==> config.mk <==
export PLATFORM = sky130hd
export DESIGN_NAME = ps2_scancode_decoder_flat
export DESIGN_NICKNAME = d
export VERILOG_FILES = /design/src/rtl/ps2_scancode_decoder_if.sv /design/src/rtl/ps2_scancode_decoder.sv /design/src/flat_wrapper.sv
export SDC_FILE = /design/constraint.sdc
export NUM_CORES = 1
export LEC_CHECK = 0
export CORE_ASPECT_RATIO = 1.4
export CORE_MARGIN = 3
export CORE_UTILIZATION = 35
export DETAILED_ROUTE_END_ITERATION = 7
export GPL_TIMING_DRIVEN = 0
export HOLD_SLACK_MARGIN = 0.06
export MAX_ROUTING_LAYER = met4
export PLACE_DENSITY_LB_ADDON = 0.05
export SETUP_SLACK_MARGIN = 0.05
export SLEW_MARGIN = 25
export SYNTH_ARGS = -nofsm -noshare
export SYNTH_HDL_FRONTEND = slang
export SYNTH_SLANG_ARGS = --single-unit
==> constraint.sdc <==
create_clock -name CLOCK_50 -period 2.55 [get_ports CLOCK_50]
set_input_delay 0.51 -clock CLOCK_50 [delete_from_list [all_inputs] [get_ports CLOCK_50]]
set_output_delay 0.51 -clock CLOCK_50 [all_outputs]
set_load 0.005 [all_outputs]
==> src/rtl/ps2_scancode_decoder_if.sv <==
// Byte-in / key-event-out bundle between the PS/2 receiver, the scan-code
// decoder and the game control FSM.
interface ps2_scancode_decoder_if;
    logic [7:0] received_data;
    logic       received_data_en;
    logic       key_valid;
    logic [7:0] key_code;
    logic       key_extended;
    logic       key_released;
    logic       cmd_hit;
    logic       cmd_stand;
    logic       cmd_deal;
    logic       cmd_confirm;
    logic [3:0] keys_held;
    logic       seq_error;

    modport master (
        output received_data, received_data_en,
        input  key_valid, key_code, key_extended, key_released,
        input  cmd_hit, cmd_stand, cmd_deal, cmd_confirm, keys_held, seq_error
    );

    modport slave (
        input  received_data, received_data_en,
        output key_valid, key_code, key_extended, key_released,
        output cmd_hit, cmd_stand, cmd_deal, cmd_confirm, keys_held, seq_error
    );
endinterface

==> src/rtl/ps2_scancode_decoder.sv <==
// Set-2 scan-code decoder: E0/F0 prefix tracking, key events, debounced game
// command pulses and a held-key bitmap, with a prefix timeout.
module ps2_scancode_decoder #(
    parameter int TIMEOUT_CYCLES = 2_500_000
) (
    input  logic                   CLOCK_50,
    input  logic                   reset,
    ps2_scancode_decoder_if.slave  bus
);
    localparam int CNT_W = (TIMEOUT_CYCLES > 1) ? $clog2(TIMEOUT_CYCLES) : 1;
    localparam logic [CNT_W-1:0] CNT_TERM = CNT_W'(TIMEOUT_CYCLES - 1);

    typedef enum logic [1:0] {
        IDLE    = 2'd0,
        EXT     = 2'd1,
        BRK     = 2'd2,
        EXT_BRK = 2'd3
    } state_t;

    state_t           state_r;
    logic [CNT_W-1:0] cnt_r;
    logic             key_valid_r;
    logic [7:0]       key_code_r;
    logic             key_extended_r;
    logic             key_released_r;
    logic [3:0]       cmd_r;
    logic [3:0]       keys_held_r;
    logic             seq_error_r;

    logic       is_e0_s;
    logic       is_f0_s;
    logic       ev_s;
    logic       ev_ext_s;
    logic       ev_brk_s;
    logic [3:0] game_s;

    // Controller chatter (BAT ok, ACK, resend, errors) that never forms an event.
    function automatic logic is_ignored(input logic [7:0] b);
        case (b)
            8'hAA, 8'hFA, 8'hFE, 8'h00, 8'hFF: is_ignored = 1'b1;
            default:                           is_ignored = 1'b0;
        endcase
    endfunction

    // Bit position follows keys_held: {confirm, deal, stand, hit}.
    function automatic logic [3:0] game_mask(input logic [7:0] b);
        case (b)
            8'h33:   game_mask = 4'b0001;
            8'h1B:   game_mask = 4'b0010;
            8'h29:   game_mask = 4'b0100;
            8'h5A:   game_mask = 4'b1000;
            default: game_mask = 4'b0000;
        endcase
    endfunction

    // Classify the current strobe as a completed key event, if it is one.
    always_comb begin
        is_e0_s  = (bus.received_data == 8'hE0);
        is_f0_s  = (bus.received_data == 8'hF0);
        ev_s     = 1'b0;
        ev_ext_s = 1'b0;
        ev_brk_s = 1'b0;
        if (bus.received_data_en && !is_e0_s && !is_f0_s) begin
            case (state_r)
                IDLE:    ev_s = ~is_ignored(bus.received_data);
                EXT:     begin ev_s = 1'b1; ev_ext_s = 1'b1; end
                BRK:     begin ev_s = 1'b1; ev_brk_s = 1'b1; end
                EXT_BRK: begin ev_s = 1'b1; ev_ext_s = 1'b1; ev_brk_s = 1'b1; end
                default: ev_s = 1'b0;
            endcase
        end else begin
            ev_s = 1'b0;
        end
        game_s = (ev_s && !ev_ext_s) ? game_mask(bus.received_data) : 4'b0000;
    end

    // Prefix FSM, timeout counter and all registered outputs.
    always_ff @(posedge CLOCK_50 or posedge reset) begin
        if (reset) begin
            state_r        <= IDLE;
            cnt_r          <= {CNT_W{1'b0}};
            key_valid_r    <= 1'b0;
            key_code_r     <= 8'h00;
            key_extended_r <= 1'b0;
            key_released_r <= 1'b0;
            cmd_r          <= 4'b0000;
            keys_held_r    <= 4'b0000;
            seq_error_r    <= 1'b0;
        end else begin
            key_valid_r <= 1'b0;
            cmd_r       <= 4'b0000;
            seq_error_r <= 1'b0;
            if (bus.received_data_en) begin
                cnt_r <= {CNT_W{1'b0}};
                case (state_r)
                    IDLE: begin
                        if (is_e0_s)      state_r <= EXT;
                        else if (is_f0_s) state_r <= BRK;
                        else              state_r <= IDLE;
                    end
                    EXT: begin
                        if (is_f0_s) begin
                            state_r <= EXT_BRK;
                        end else if (is_e0_s) begin
                            seq_error_r <= 1'b1;
                            state_r     <= EXT;
                        end else begin
                            state_r <= IDLE;
                        end
                    end
                    BRK, EXT_BRK: begin
                        if (is_e0_s) begin
                            seq_error_r <= 1'b1;
                            state_r     <= EXT;
                        end else if (is_f0_s) begin
                            seq_error_r <= 1'b1;
                            state_r     <= BRK;
                        end else begin
                            state_r <= IDLE;
                        end
                    end
                    default: state_r <= IDLE;
                endcase
                if (ev_s) begin
                    key_valid_r    <= 1'b1;
                    key_code_r     <= bus.received_data;
                    key_extended_r <= ev_ext_s;
                    key_released_r <= ev_brk_s;
                    if (ev_brk_s) begin
                        keys_held_r <= keys_held_r & ~game_s;
                    end else begin
                        keys_held_r <= keys_held_r | game_s;
                        // Typematic repeats of an already-held key stay silent.
                        cmd_r       <= game_s & ~keys_held_r;
                    end
                end
            end else if (state_r != IDLE) begin
                if (cnt_r == CNT_TERM) begin
                    state_r     <= IDLE;
                    seq_error_r <= 1'b1;
                    cnt_r       <= {CNT_W{1'b0}};
                end else begin
                    cnt_r <= cnt_r + CNT_W'(1);
                end
            end else begin
                cnt_r <= {CNT_W{1'b0}};
            end
        end
    end

    assign bus.key_valid    = key_valid_r;
    assign bus.key_code     = key_code_r;
    assign bus.key_extended = key_extended_r;
    assign bus.key_released = key_released_r;
    assign bus.cmd_hit      = cmd_r[0];
    assign bus.cmd_stand    = cmd_r[1];
    assign bus.cmd_deal     = cmd_r[2];
    assign bus.cmd_confirm  = cmd_r[3];
    assign bus.keys_held    = keys_held_r;
    assign bus.seq_error    = seq_error_r;
endmodule

==> src/flat_wrapper.sv <==
// flat-port wrapper written by rule: the top's interface ports become plain ports
module ps2_scancode_decoder_flat 
#(
    parameter int TIMEOUT_CYCLES = 2_500_000
)
  (CLOCK_50, reset, bus_received_data, bus_received_data_en, bus_key_valid, bus_key_code, bus_key_extended, bus_key_released, bus_cmd_hit, bus_cmd_stand, bus_cmd_deal, bus_cmd_confirm, bus_keys_held, bus_seq_error);
  ps2_scancode_decoder_if bus_i ();
  input  logic CLOCK_50;
  input  logic reset;
  input wire logic [$bits(bus_i.received_data)-1:0] bus_received_data;
  input wire logic [$bits(bus_i.received_data_en)-1:0] bus_received_data_en;
  output wire logic [$bits(bus_i.key_valid)-1:0] bus_key_valid;
  output wire logic [$bits(bus_i.key_code)-1:0] bus_key_code;
  output wire logic [$bits(bus_i.key_extended)-1:0] bus_key_extended;
  output wire logic [$bits(bus_i.key_released)-1:0] bus_key_released;
  output wire logic [$bits(bus_i.cmd_hit)-1:0] bus_cmd_hit;
  output wire logic [$bits(bus_i.cmd_stand)-1:0] bus_cmd_stand;
  output wire logic [$bits(bus_i.cmd_deal)-1:0] bus_cmd_deal;
  output wire logic [$bits(bus_i.cmd_confirm)-1:0] bus_cmd_confirm;
  output wire logic [$bits(bus_i.keys_held)-1:0] bus_keys_held;
  output wire logic [$bits(bus_i.seq_error)-1:0] bus_seq_error;
  assign bus_i.received_data = bus_received_data;
  assign bus_i.received_data_en = bus_received_data_en;
  assign bus_key_valid = bus_i.key_valid;
  assign bus_key_code = bus_i.key_code;
  assign bus_key_extended = bus_i.key_extended;
  assign bus_key_released = bus_i.key_released;
  assign bus_cmd_hit = bus_i.cmd_hit;
  assign bus_cmd_stand = bus_i.cmd_stand;
  assign bus_cmd_deal = bus_i.cmd_deal;
  assign bus_cmd_confirm = bus_i.cmd_confirm;
  assign bus_keys_held = bus_i.keys_held;
  assign bus_seq_error = bus_i.seq_error;
  ps2_scancode_decoder #(.TIMEOUT_CYCLES(TIMEOUT_CYCLES)) u_core (.CLOCK_50(CLOCK_50), .reset(reset), .bus(bus_i));
endmodule
== Word level (Yosys, flattened, before mapping) ==
Cells that the tools add are included.

* Bits in latches: 0
* Memories kept: 0
* Logic and storage cells: 84
* RAM bits: 0
* Register bits after elaboration: 44
* Memory bits (read-only): 0
* Input port bits: 11
* Output and inout bits: 20

* Mux-type cells: 36
* Bitwise gates (word level): 6
* $mul: 0
* Reductions and logical operators: 18
* Eq/ne operators: 14
* Magnitude comparators: 0
* Shifts and indexed selects: 0
* Div/mod/pow operators: 0
* $add $sub $neg: 1

{| class="wikitable"
|+ Operators with widths
! kind !! count
|-
| $mux 22 || 3
|-
| $eq 8x8->1 const B || 6
|-
| $add 22x1->22 const B || 1
|-
| $eq 22x22->1 const B || 1
|-
| $mux 4 || 5
|-
| $mux 1 || 18
|-
| $eq 8x6->1 const B || 2
|-
| $pmux 4 s4 || 1
|-
| $mux 2 || 6
|-
| $and 4x4->4 || 2
|-
| $eq 8x5->1 const B || 1
|-
| $eq 8x7->1 const B || 1
|-
| $logic_not 8->1 || 1
|-
| $not 4->4 || 2
|-
| $reduce_bool 2->1 || 3
|-
| $reduce_or 3->1 || 2
|-
| $reduce_or 5->1 || 1
|-
| $eq 2x2->1 const B || 2
|-
| $or 4x4->4 || 1
|-
| $pmux 1 s2 || 2
|-
| $pmux 2 s2 || 1
|-
| $reduce_and 2->1 || 2
|-
| $reduce_or 2->1 || 2
|-
| $logic_and 1x1->1 || 3
|-
| other kinds (4) || 6
|}

== Depth between registers and ports, before layout ==
Gate-level depths: netlist (run 1).

* Depth after elaboration: 14
* Gate-level depth with buffers: 6

== Worst setup path after synthesis (run 1) ==
OpenSTA, ideal clock, no wires.

* Path kind: input port to flip-flop
* Start point: input port bus_received_data[1]
* End point: register u_core.key_code_r[0] (netlist: u_core.bus.key_code[0])
* Data arrival time: 2.011 ns
* Cell stages on the path: 6
* Required time: 2.423 ns
* Buffers on the path: 2
* Slack: 0.411 ns
* Cells stage by stage: buf_2 -> and4b_1 -> a311oi_1 -> a2bb2oi_2 -> buf_4 -> mux2_1

* Word-level cells in the longest chain between the ends: 9
* Elaborated cells between the ends (all ways): 19
* Classes of those cells: 6 x eq/ne; 5 x mux; 1 x bitwise; 7 x reduce/logical

{| class="wikitable"
|+ Ends and longest elaborated chain
! what !! line !! RTL
|-
| start: declaration || flat_wrapper.sv:10 || <nowiki>input wire logic [$bits(bus_i.received_data)-1:0] bus_received_data;</nowiki>
|-
| $eq 8x8->1 or $logic_not 8->1 (tied branches) || ps2_scancode_decoder.sv:39 || <nowiki>case (b)</nowiki>
|-
| $reduce_or 5->1 || ps2_scancode_decoder.sv:39 ||
|-
| $mux 1 || ps2_scancode_decoder.sv:39 ||
|-
| $mux 1 || ps2_scancode_decoder.sv:64 || <nowiki>case (state_r)</nowiki>
|-
| $mux 1 || ps2_scancode_decoder.sv:63 || <nowiki>if (bus.received_data_en && !is_e0_s && !is_f0_s) begin</nowiki>
|-
| $not 1->1 || ps2_scancode_decoder.sv:65 || <nowiki>IDLE: ev_s = ~is_ignored(bus.received_data);</nowiki>
|-
| $pmux 1 s2 || ps2_scancode_decoder.sv:64 ||
|-
| $mux 1 (*) || ps2_scancode_decoder.sv:63 ||
|-
| $reduce_and 2->1 (no source line) (*) || - ||
|-
| end signal: assignment || ps2_scancode_decoder.sv:126 || <nowiki>key_code_r <= bus.received_data;</nowiki>
|-
| end: declaration || ps2_scancode_decoder.sv:23 || <nowiki>logic [7:0] key_code_r;</nowiki>
|}

Every way passes the cells marked *; elsewhere a longest branch is shown, timed or not. The select of a mux whose other input is x is not followed.
A chain may end at the register's enable or synchronous reset.

==> impl_metrics.toml, run 1 <==
[sta]
tightest_slew_ns = 0.470
hold_ws_ns = 0.479
max_freq_mhz = 424
rsz0062_at_grt = "no"
finClkSkew_ns = 0.00802
finalSetupViolCount = 0
period_share = 0.924
finalCriticalPeriod_ns = 2.36
hold_viol_final = 0
maxSlewHeadroom = 0.687
drv_slew = 0

[floorplanning]
placeableCoreArea_um2 = 5950
die_y_um = 99.2
start_util = 0.365
rows = 33
die_width_um = 72.5
ios = 31
die_area_um2 = 7190

[placement]
gp_congestion = 0.810
portBuffers = 29
hpwl_mm = 3.66
dpl.cell_count = 309

[status]
status = "finished, final reports clean"

[setup_path]
cpPeakStageDelay_ns = 0.53
end_kind = "register"
start_kind = "primary input"
cp_max_fo = 8
cp_data_arrival_time_ns = 2.55
worstSetupPathType = "primary input to register"
path_cells = "clkdlybuf4s50_1 > or3b_1 > or3_1 > or3_1 > mux2_4"
crit_top_cell = "or3_1"
required_ns = 2.74
slowest_stage = "clkdlybuf4s50_1"

[finish]
layout-drive-gt1-share = 0.121
nets = 259
syn_to_final_growth_pct = 22.9
final_cells = 318
diodes = 0
layout_commonest_cell = "dfrtp_1"
layout_common_cells = "dfrtp_1 (44), clkdlybuf4s50_1 (29), nor2_1 (23), nand2_1 (15), xnor2_1 (10)"

[drt]
num_vias = 1711
viasPerCell = 5.38
dr.pass1.iters = 4
drt_wl_total_mm = 5.02
wl_per_cell_um = 15.8
drtIter0Drc = 74
ant_nets = 0
drc = 0

[synth]
ys.flop_type = "dfrtp_1"
synth.net_count = 221
async_flop_share = 1.00
seq_area_frac_synth = 0.507
synth-edff-count = 0
synth-seq-cells = 44
syn_area_um2 = 2170
synth_warnings = 0
yosys.cell_types.count = 46
synthCells = 209
avgSynthCellArea_um2 = 10.4

[clock_network]
clock_sinks = 44
cts-root-buf = "clkbuf_8"
insertion_delay_ns = 0.29
hold_buffers = 0
clk_path_buf_depth = 2
cts-htree-levels = 2
cts_buffers = 5
clkTransAtPathRegs_ns = 0.09
tritoncts = "built"

[pwr]
ir_drop_uv = 228
p_leak_uw = 0.00105
fin_total_pwr_uw = 1330
power_density_nw_per_um2 = 499

[grt]
antenna_found_initial = 0
grt_pass1_wl_mm = 8.81
grtUsageTotal = 0.159
grt_max_degree = 29
grt_pass1_vias = 1813
gr-total-overflow = 0

[min_path]
hp-class = "register to register"

[flow_run]
drv_cap = 0
## power by group
group / internal, uW / leakage [uW] / total [uW] / switching [uW]
Combinational: 79.8 / 0.000409 / 143 / 63.1
Clock: 221 / 0.0000455 / 458 / 237
Sequential: 718 / 0.000592 / 730 / 11.9
## metrics by stage
stage / setup TNS, ns / area (um^2) / setup WS [ns] / utilization
floorplan: 0 / 2170 / 0.411 / -
CTS: 0 / 2670 / 0.203 / 0.448
finish: 0 / 2670 / 0.193 / 0.448
global placement: -3.68 / 2550 / -0.392 / 0.428
global route: 0 / 2670 / 0.0912 / 0.448
detailed placement: -3.20 / 2570 / -0.364 / 0.432
## cells by family (layout without fill, tap and decap cells)
family | count (synthesis) | in the layout | synth area share
flip-flops | 44 | 44 | 0.507
multiplexers | 13 | 13 | 0.0692
AO/OA/AOI/OAI | 24 | 24 | 0.0715
AND/OR/NAND/NOR | 99 | 99 | 0.262
adder cells (fa/ha/maj) | 1 | 1 | 0.00577
XOR/XNOR | 14 | 14 | 0.0565
buffers and inverters | 14 | 53 | 0.0271
## final timing paths
path | startpoint | to | slack [ns] | cells past startpoint
setup reg to reg | u_core.cnt_r[0]$_DFF_PP0_ | u_core.cnt_r[18]$_DFF_PP0_ | 0.49 | 5
setup / recovery | bus_received_data[6] | register | 0.19 | 5
min in group asynchronous | reset | u_core.cnt_r[2]$_DFF_PP0_ | 0.52 | 2
hold reg to reg | register | u_core.cmd_r[3]$_DFF_PP0_ | 0.48 | 1
hold / removal | register | u_core.cmd_r[3]$_DFF_PP0_ | 0.48 | 1
max in group asynchronous | reset | u_core.bus.seq_error$_DFF_PP0_ | 1.54 | 3
## final cells by class
type	instances	area [um^2]
Sequential cell	44	1100
Clock buffer	8	90.1
Buffer	6	30.0
Multi-Input combinational cell	151	1010
Fill cell	593	3280
Tap cell	70	87.6
Inverter	8	30.0
Timing Repair Buffer	31	318
## synthesized netlist by cell type, types with 2 or more instances
library cell	number	area share
xor2_1	4	0.016
and4_1	4	0.016
mux2_1	4	0.021
nor2_1	23	0.040
nand2_1	15	0.026
buf_2	2	0.0046
clkbuf_1	3	0.0052
a21oi_1	9	0.021
inv_1	8	0.014
nand3_1	9	0.021
mux2_2	8	0.042
nand2b_1	2	0.0058
and3_1	2	0.0058
xnor2_1	10	0.040
or2_2	2	0.0058
dfrtp_1	44	0.51
or3_1	9	0.026
nor4_1	8	0.023
nand4_1	5	0.014
nor3_1	7	0.016
o21ai_0	6	0.014
## layer usage
metal | up-vias | global-route usage | wire, um
met5 | - | - | 0
met4 | 0 | 0.0540 | 106
met3 | 9 | 0.0283 | 126
met2 | 29 | 0.277 | 2770
met1 | 844 | 0.182 | 2020
li1 | 829 | - | -
## state kept, by name, indices dropped and copies added (netlist names), named ones only
name	flops
u_core.bus.key_code	8
u_core.bus.key_extended	1
u_core.state_r	2
u_core.cnt_r	22
u_core.bus.key_released	1
u_core.bus.key_valid	1
u_core.bus.seq_error	1
u_core.cmd_r	4
## what timing repair did
action	4_1_cts	5_1_grt
buffers inserted	1	0
setup endpoints to repair	4	0
gates resized for setup	1	0
## worst max-delay path: cells and delay by family
family	cells	cell delay, ns
buf+inv	1	0.53
mux	1	0.30
simple gates	3	1.20
No activity file was read; power rests on OpenSTA's default activity.
==> run 2, diff against run 1 <==
CELL_PAD_IN_SITES_DETAIL_PLACEMENT = 0   (was unset)
CELL_PAD_IN_SITES_GLOBAL_PLACEMENT = 2   (was unset)
CORE_ASPECT_RATIO = 0.7   (was 1.4)
CORE_UTILIZATION = 34   (was 35)
==> run 2 against run 1 <==
Against the previous run:
- hold slack got worse by 0.0034 ns
- critical path depth unchanged
- register-to-register slack got worse by 0.08 ns
- clock-buffer cell count decreased by 2
==> impl_metrics.toml, run 2 (synthesis results as in run 1) <==
[clock_network]
cts-root-buf = "clkbuf_8"
cts-htree-levels = 2
clock_sinks = 44
clk_path_buf_depth = 2
hold_buffers = 0
insertion_delay_ns = 0.29
clkTransAtPathRegs_ns = 0.08
tritoncts = "built"
cts_buffers = 5

[drt]
wl_per_cell_um = 16.1
ant_nets = 0
drc = 0
drtIter0Drc = 135
num_vias = 1722
dr.pass1.iters = 4
drt_wl_total_mm = 5.19
viasPerCell = 5.35

[finish]
largest_register_ff_count = 22
nets = 259
layout_common_cells = "dfrtp_1 (44), clkdlybuf4s50_1 (29), nor2_1 (23), nand2_1 (15), xnor2_1 (10)"
syn_to_final_growth_pct = 22.6
largest_register = "u_core.cnt_r"
layout_commonest_cell = "dfrtp_1"
layout-drive-gt1-share = 0.121
diodes = 0

[sta]
tightest_slew_ns = 0.548
finClkSkew_ns = 0.00766
hold_viol_final = 0
maxSlewHeadroom = 0.635
rsz0062_at_grt = "no"
period_share = 0.953
fin_tns_setup_ns = 0
drv_slew = 0
finalSetupViolCount = 0
max_freq_mhz = 411
finalCriticalPeriod_ns = 2.43

[setup_path]
cp_data_arrival_time_ns = 2.61
start_kind = "primary input"
worstSetupPathType = "primary input to register"
cp_max_fo = 6
required_ns = 2.73
end_kind = "register"

[floorplanning]
placeableCoreArea_um2 = 5960
die_area_um2 = 7390
rows = 23
die_y_um = 72.8
ios = 31
start_util = 0.364
die_width_um = 101

[grt]
grt_pass1_wl_mm = 8.67
antenna_found_initial = 0
grt_pass1_vias = 1664
grtUsageTotal = 0.155
grt_max_degree = 33
gr-total-overflow = 0

[pwr]
fin_total_pwr_uw = 1290
power_density_nw_per_um2 = 485
p_leak_uw = 0.00104
ir_drop_uv = 291

[placement]
gp_congestion = 0.836
portBuffers = 29
hpwl_mm = 3.79

[status]
status = "finished, final reports clean"

[min_path]
hp-class = "register to register"

[flow_run]
drv_cap = 0
## run 2: changes by cell type in the layout (fill, tap and decap cells not counted)
cell	delta
clkbuf_8	-1
clkinv_2	+1
clkbuf_1	-1
## run 2: repair_timing
| action | CTS | global route |
|---|---|---|
| endpoints found under the setup margin | 4 | 0 |
| gates resized for setup | 1 | 0 |
| buffers inserted | 1 | 0 |
## run 2: cell type report
| type | count | area, um^2 |
|---|---|---|
| Buffer | 6 | 30.0 |
| Clock buffer | 6 | 72.6 |
| Clock inverter | 1 | 5.00 |
| Fill cell | 558 | 3300 |
| Inverter | 8 | 30.0 |
| Multi-Input combinational cell | 151 | 1010 |
| Sequential cell | 44 | 1100 |
| Tap cell | 75 | 93.8 |
| Timing Repair Buffer | 31 | 318 |
## run 2: final timing paths
check | slack (ns) | cells past startpoint | from | endpoint
worst max-delay path | 0.12 | 5 | bus_received_data[0] | register
worst min-delay path | 0.48 | 1 | register | u_core.cmd_r[3]$_DFF_PP0_
worst max register to register | 0.41 | 6 | u_core.cnt_r[0]$_DFF_PP0_ | u_core.cnt_r[3]$_DFF_PP0_
worst min register to register | 0.48 | 1 | register | u_core.cmd_r[3]$_DFF_PP0_
max in group asynchronous | 1.59 | 3 | reset | u_core.cnt_r[3]$_DFF_PP0_
min in group asynchronous | 0.49 | 2 | reset | u_core.bus.key_released$_DFFE_PP0P_
## run 2: per-stage QoR
stage | setup slack (ns) | instance area (um^2) | utilization | cells | hold slack [ns]
after floorplan | 0.411 | 2170 | - | 209 | 0.461
after global placement | -0.349 | 2550 | 0.429 | 313 | 0.462
after global routing | 0.0682 | 2660 | 0.447 | 322 | 0.510
after CTS | 0.171 | 2660 | 0.447 | 322 | 0.482
after detailed placement | -0.356 | 2570 | 0.432 | 314 | 0.463
final | 0.120 | 2660 | 0.447 | 322 | 0.476
## run 2: worst max-delay path, stage by stage
cell,delay [ns]
clkdlybuf4s50_1,0.59
or3b_1,0.46
or3_1,0.41
or3_1,0.35
mux2_4,0.30
## run 2: power by group
group	total (uW)	leakage, uW	switching, uW	internal (uW)
combinational	144	0.000409	64.6	79.9
sequential	730	0.000592	11.8	718
clock	415	0.0000410	229	187
## run 2: routing by layer
layer / global-route usage / share of wire
met3: 0.0353 / 0.046
met4: 0.0310 / 0.0075
met1: 0.239 / 0.53
met2: 0.207 / 0.41
met5: - / 0
==> run 3, diff against run 2 <==
TNS_END_PERCENT = 30   (was unset)
==> results of run 3 <==
Same layout as run 2: the final DEF is identical, and so are final timing and power.
